`config.mk`:
```
export PLATFORM = sky130hd
export DESIGN_NAME = spi_xip_ctrl
export DESIGN_NICKNAME = d
export VERILOG_FILES = /design/src/rtl/spi_xip_ctrl.sv
export SDC_FILE = /design/constraint.sdc
export NUM_CORES = 1
export LEC_CHECK = 0
export ABC_AREA = 1
export BUFFER_PORTS_ARGS = -buffer_cell sky130_fd_sc_hd__buf_2
export CORE_ASPECT_RATIO = 1.1
export CORE_MARGIN = 5
export CORE_UTILIZATION = 45
export CTS_CLUSTER_DIAMETER = 30
export DETAILED_ROUTE_END_ITERATION = 8
export GPL_TIMING_DRIVEN = 0
export HOLD_SLACK_MARGIN = 0.05
export PLACE_DENSITY = 0.9
export SYNTH_ARGS = -nofsm -noshare
export SYNTH_HDL_FRONTEND = slang
export SYNTH_SLANG_ARGS = --single-unit
```
`constraint.sdc`:
```
create_clock -name clk -period 1.4 [get_ports clk]
set_input_delay 0.14 -clock clk [delete_from_list [all_inputs] [get_ports clk]]
set_output_delay 0.14 -clock clk [all_outputs]
set_load 0.05 [all_outputs]
```
`src/rtl/spi_xip_ctrl.sv`:
```
// Flash read sequencer: turns one 24-bit read request into an APB programme of the SPI master.
// Optional poll timeout is compiled in with `define SPI_XIP_TIMEOUT_EN.
module spi_xip_ctrl #(
   parameter logic [31:0] CTRL_WORD = 32'h0000_2140,
   parameter int          GO_BIT    = 8,
   parameter int          POLL_MAX  = 256
) (
   input  logic        clk,
   input  logic        rst,
   input  logic        req_valid,
   output logic        req_ready,
   input  logic [23:0] req_addr,
   output logic        rsp_valid,
   input  logic        rsp_ready,
   output logic [31:0] rsp_data,
   output logic        rsp_err,
   output logic [4:0]  PADDR,
   output logic [31:0] PWDATA,
   output logic        PWRITE,
   output logic        PSEL,
   output logic        PENABLE,
   input  logic [31:0] PRDATA,
   input  logic        PREADY
);

   localparam logic [2:0] S_IDLE    = 3'd0;
   localparam logic [2:0] S_WR_TX1  = 3'd1;
   localparam logic [2:0] S_WR_TX0  = 3'd2;
   localparam logic [2:0] S_WR_CTRL = 3'd3;
   localparam logic [2:0] S_POLL    = 3'd4;
   localparam logic [2:0] S_RD_RX   = 3'd5;
   localparam logic [2:0] S_RESP    = 3'd6;

   localparam logic [4:0] ADDR_RX0  = 5'h00;
   localparam logic [4:0] ADDR_TX0  = 5'h00;
   localparam logic [4:0] ADDR_TX1  = 5'h04;
   localparam logic [4:0] ADDR_CTRL = 5'h10;
   localparam logic [7:0] CMD_READ  = 8'h03;

   if (GO_BIT < 0 || GO_BIT > 31 || POLL_MAX < 1) begin : g_bad_params
      $error("spi_xip_ctrl: GO_BIT must be 0..31 and POLL_MAX at least 1");
   end

   logic [2:0] state;
   logic       apb_done;
   logic       go_busy;
   logic       timeout_hit;

   assign apb_done  = PSEL & PENABLE & PREADY;
   assign go_busy   = PRDATA[GO_BIT];
   assign req_ready = (state == S_IDLE) & ~rst;

`ifdef SPI_XIP_TIMEOUT_EN
   localparam int CNT_W = ($clog2(POLL_MAX) > 8) ? $clog2(POLL_MAX) : 8;

   logic [CNT_W-1:0] poll_cnt;

   assign timeout_hit = (state == S_POLL) & apb_done & go_busy &
                        (poll_cnt == CNT_W'(POLL_MAX - 1));

   always_ff @(posedge clk) begin
      if (rst) begin
         poll_cnt <= '0;
         rsp_err  <= 1'b0;
      end else begin
         if ((state == S_WR_CTRL) && apb_done)
            poll_cnt <= '0;
         else if ((state == S_POLL) && apb_done)
            poll_cnt <= poll_cnt + 1'b1;
         if (timeout_hit)
            rsp_err <= 1'b1;
         else if ((state == S_RESP) && rsp_ready)
            rsp_err <= 1'b0;
      end
   end
`else
   assign timeout_hit = 1'b0;
   assign rsp_err     = 1'b0;
`endif

   // Every APB transfer is launched as SETUP on the edge that completes the previous one,
   // so address/data/direction stay registered and stable for the whole access.
   always_ff @(posedge clk) begin
      if (rst) begin
         state     <= S_IDLE;
         PSEL      <= 1'b0;
         PENABLE   <= 1'b0;
         PWRITE    <= 1'b0;
         PADDR     <= '0;
         PWDATA    <= '0;
         rsp_valid <= 1'b0;
         rsp_data  <= '0;
      end else begin
         if (PSEL && !PENABLE)
            PENABLE <= 1'b1;
         case (state)
            S_IDLE: begin
               if (req_valid && req_ready) begin
                  state   <= S_WR_TX1;
                  PSEL    <= 1'b1;
                  PENABLE <= 1'b0;
                  PWRITE  <= 1'b1;
                  PADDR   <= ADDR_TX1;
                  PWDATA  <= {CMD_READ, req_addr};
               end
            end
            S_WR_TX1: begin
               if (apb_done) begin
                  state   <= S_WR_TX0;
                  PENABLE <= 1'b0;
                  PADDR   <= ADDR_TX0;
                  PWDATA  <= '0;
               end
            end
            S_WR_TX0: begin
               if (apb_done) begin
                  state   <= S_WR_CTRL;
                  PENABLE <= 1'b0;
                  PADDR   <= ADDR_CTRL;
                  PWDATA  <= CTRL_WORD;
               end
            end
            S_WR_CTRL: begin
               if (apb_done) begin
                  state   <= S_POLL;
                  PENABLE <= 1'b0;
                  PWRITE  <= 1'b0;
                  PADDR   <= ADDR_CTRL;
                  PWDATA  <= '0;
               end
            end
            S_POLL: begin
               if (apb_done) begin
                  PENABLE <= 1'b0;
                  if (!go_busy) begin
                     state <= S_RD_RX;
                     PADDR <= ADDR_RX0;
                  end else if (timeout_hit) begin
                     state     <= S_RESP;
                     PSEL      <= 1'b0;
                     rsp_valid <= 1'b1;
                     rsp_data  <= '0;
                  end
               end
            end
            S_RD_RX: begin
               if (apb_done) begin
                  state     <= S_RESP;
                  PSEL      <= 1'b0;
                  PENABLE   <= 1'b0;
                  rsp_valid <= 1'b1;
                  rsp_data  <= PRDATA;
               end
            end
            S_RESP: begin
               if (rsp_ready) begin
                  state     <= S_IDLE;
                  rsp_valid <= 1'b0;
               end
            end
            default: begin
               state   <= S_IDLE;
               PSEL    <= 1'b0;
               PENABLE <= 1'b0;
            end
         endcase
      end
   end

endmodule
```
==> impl_metrics.toml <==
[status]
outcome = "finished with violations"
violations = "negative setup slack"

[timing]
finalHoldViolCount = 0
finClkSkew_ps = 11.3
period_share_pct = 101
period_needed_ps = 1420
clock.fmax_ghz = 0.706
setup_ws_ps = -16.3
rsz0062_at_grt = "true"
finalSetupViolCount = 1
slew_viol_final = 0
fin_hold_ws_ps = 33.0

[setup_path]
cp_slowest_stage_delay_ps = 310
worstSetupStartpoint = "state[0]"
worstSetupEndpointType = "primary output"
crit_required_ps = 1260
path_class = "reg -> out"
slowest_stage = "dfxtp_1"
critPathArrivalTime_ps = 1280
cp-start-kind = "register"
path_cells = "buf_6 > nor2_4 > nand2_4 > nor2_4 > buf_6"
r2r_start = "state[0]"
crit_path_max_fanout = 8

[finish]
syn_to_final_growth_pct = 59.2
layout.area.seq_mm2 = 0.00133
drive_gt1_share_pct = 36.8
stdcell_count = 637
layout_common_cells = "124 x buf_2, 75 x nor2_1, 67 x nand2_1, 63 x dfxtp_1, 39 x dlygate4sd3_1"
antenna_cells = 0
nNetsFinal = 616
final_common_cell = "buf_2"
fill_cells = 411
multi_input_area_mm2 = 0.00120

[synth]
synth_top_cell_by_area = "dfxtp_1"
ys_seq_area_share_pct = 49.5
ys_ff_latch = 66
ys_types = 23
ys_warn_count = 0
synth_top_area_share_pct = 49.5
synthTopCellsByArea = "dfxtp_1 49%, nor2_1 11%, nand2_1 10%"
mappedNetlistArea_mm2 = 0.00267
syn_inst = 360
synth_area_per_cell_um2 = 7.42

[clock_network]
clk_pin_slew_worst_paths_ps = 70
cts-root-buf = "clkbuf_8"
insertion_delay_ps = 340
cts_buffer_depth = 2
clock_sinks = 66
cts_max_level = 3
cts_buffers = 9
cts_tree = "built"

[pwr]
p_leak_nw = 2.18
ir_drop_v = 0.000856
power.total_mw = 6.56
power.density_mw_per_mm2 = 1540

[min_path]
hold_start = "rst"
hp-class = "in -> reg"

[job]
max_cap_viol_count = 0

[routing]
vias = 3055
firstDrtPassIters = 4
drtIter0Drc = 137
viasPerCell = 4.80
wl_per_cell_um = 13.9
drc = 0
finalWirelength_um = 8830
ant_nets = 0

[global_route]
grt-ovfl-total = 0
antenna_found_initial = 0
grt_pass1_wl_um = 14200
grt_pass1_vias = 3065
grt_usage_pct = 22.9
grt_max_degree = 13

[place]
place_inst = 570
port_buffers = 124
gp_congestion = 0.865
pre_cts_ws_ps = -42.1
hpwl_um = 5540

[floorplan]
start_util_pct = 46.3
die_x_um = 83.4
io_pins = 136
fp.dieH_um = 90.8
design.die.area_mm2 = 0.00758
core-area_mm2 = 0.00577
rows = 29
-- sequential cells by signal, summed over array words and instances, names as in the netlist --
name	count
state	3
PWDATA	25
rsp_valid	1
PADDR	2
PSEL	1
PENABLE	1
PWRITE	1
rsp_data	32
-- routing by layer --
layer	vias to the layer above	share of wire (%)	global-route usage (%)
li1	1525	-	-
met5	-	0	0
met4	0	1.9	9.25
met3	18	10	10.8
met1	1358	39	24.7
met2	154	49	38.7
-- worst max-delay path, delay by kind of cell (launching register included) --
family / cells / cell delay [ps]
DFF: 1 / 310
and+or+nand+nor: 3 / 330
buffers and inverters: 2 / 290
-- cells by family (layout without fill, tap and decap cells) --
logic type / Yosys count / after routing / synth area share, %
AO/OA/AOI/OAI: 74 / 74 / 14.1
other: 1 / 10 / 0.140
AND/OR/NAND/NOR: 174 / 174 / 26.7
buffers and inverters: 45 / 236 / 9.56
flip-flops: 66 / 66 / 49.5
-- power breakdown --
group	switching [mW]	internal, mW
clock network	0.732	1.05
registers	0.114	2.07
logic	1.69	0.897
total	2.54	4.02
-- final timing paths --
check                    end  slack, ps  depth (start not counted)
setup reg to reg    state[1]         20                          8
hold / removal    PWDATA[11]         30                          2
setup / recovery   req_ready        -20                          5
hold reg to reg   PWDATA[16]        460                          2
-- area by class of cell --
class	count	area share [%]
buffer	30	5.24
clock buffer	10	3.24
clock inverter	6	2.09
inverter	15	1.50
multi-input combinational	258	28.2
sequential	66	31.3
tap	77	2.27
timing repair buffer	175	26.1
-- synth_stat cells --
cell	n
a21oi_1	34
buf_2	6
buf_4	15
buf_6	3
clkbuf_1	6
clkinv_1	1
conb_1	1
dfxtp_1	66
inv_1	9
inv_2	5
nand2_1	72
nand2_2	4
nand3_1	11
nand3_2	2
nand4_1	1
nor2_1	79
nor2_2	2
nor2_4	2
nor3_1	1
o21a_1	1
o21ai_0	35
o21ai_1	3
o221ai_1	1
-- stage by stage --
| step | instance area, um^2 | setup TNS, ps | utilization (%) |
|---|---|---|---|
| after CTS | 4080 | -33.4 | 70.7 |
| final | 4250 | -16.3 | 73.7 |
| after floorplan | 2710 | 0 | - |
| after detailed placement | 3430 | -944 | 59.5 |
| after global placement | 3430 | -435 | 59.5 |
| after global routing | 4250 | -1380 | 73.7 |
-- repair_timing --
| action | 4_1_cts | 5_1_grt |
|---|---|---|
| gates cloned | 0 | 1 |
| pin swaps | 3 | 3 |
| hold buffers | 36 | 3 |
| buffers inserted | 4 | 7 |
| endpoints found under the hold margin | 39 | 6 |
| gates resized for setup | 8 | 30 |
| setup endpoints to repair | 54 | 59 |
Power figures use the tool's default switching activity.
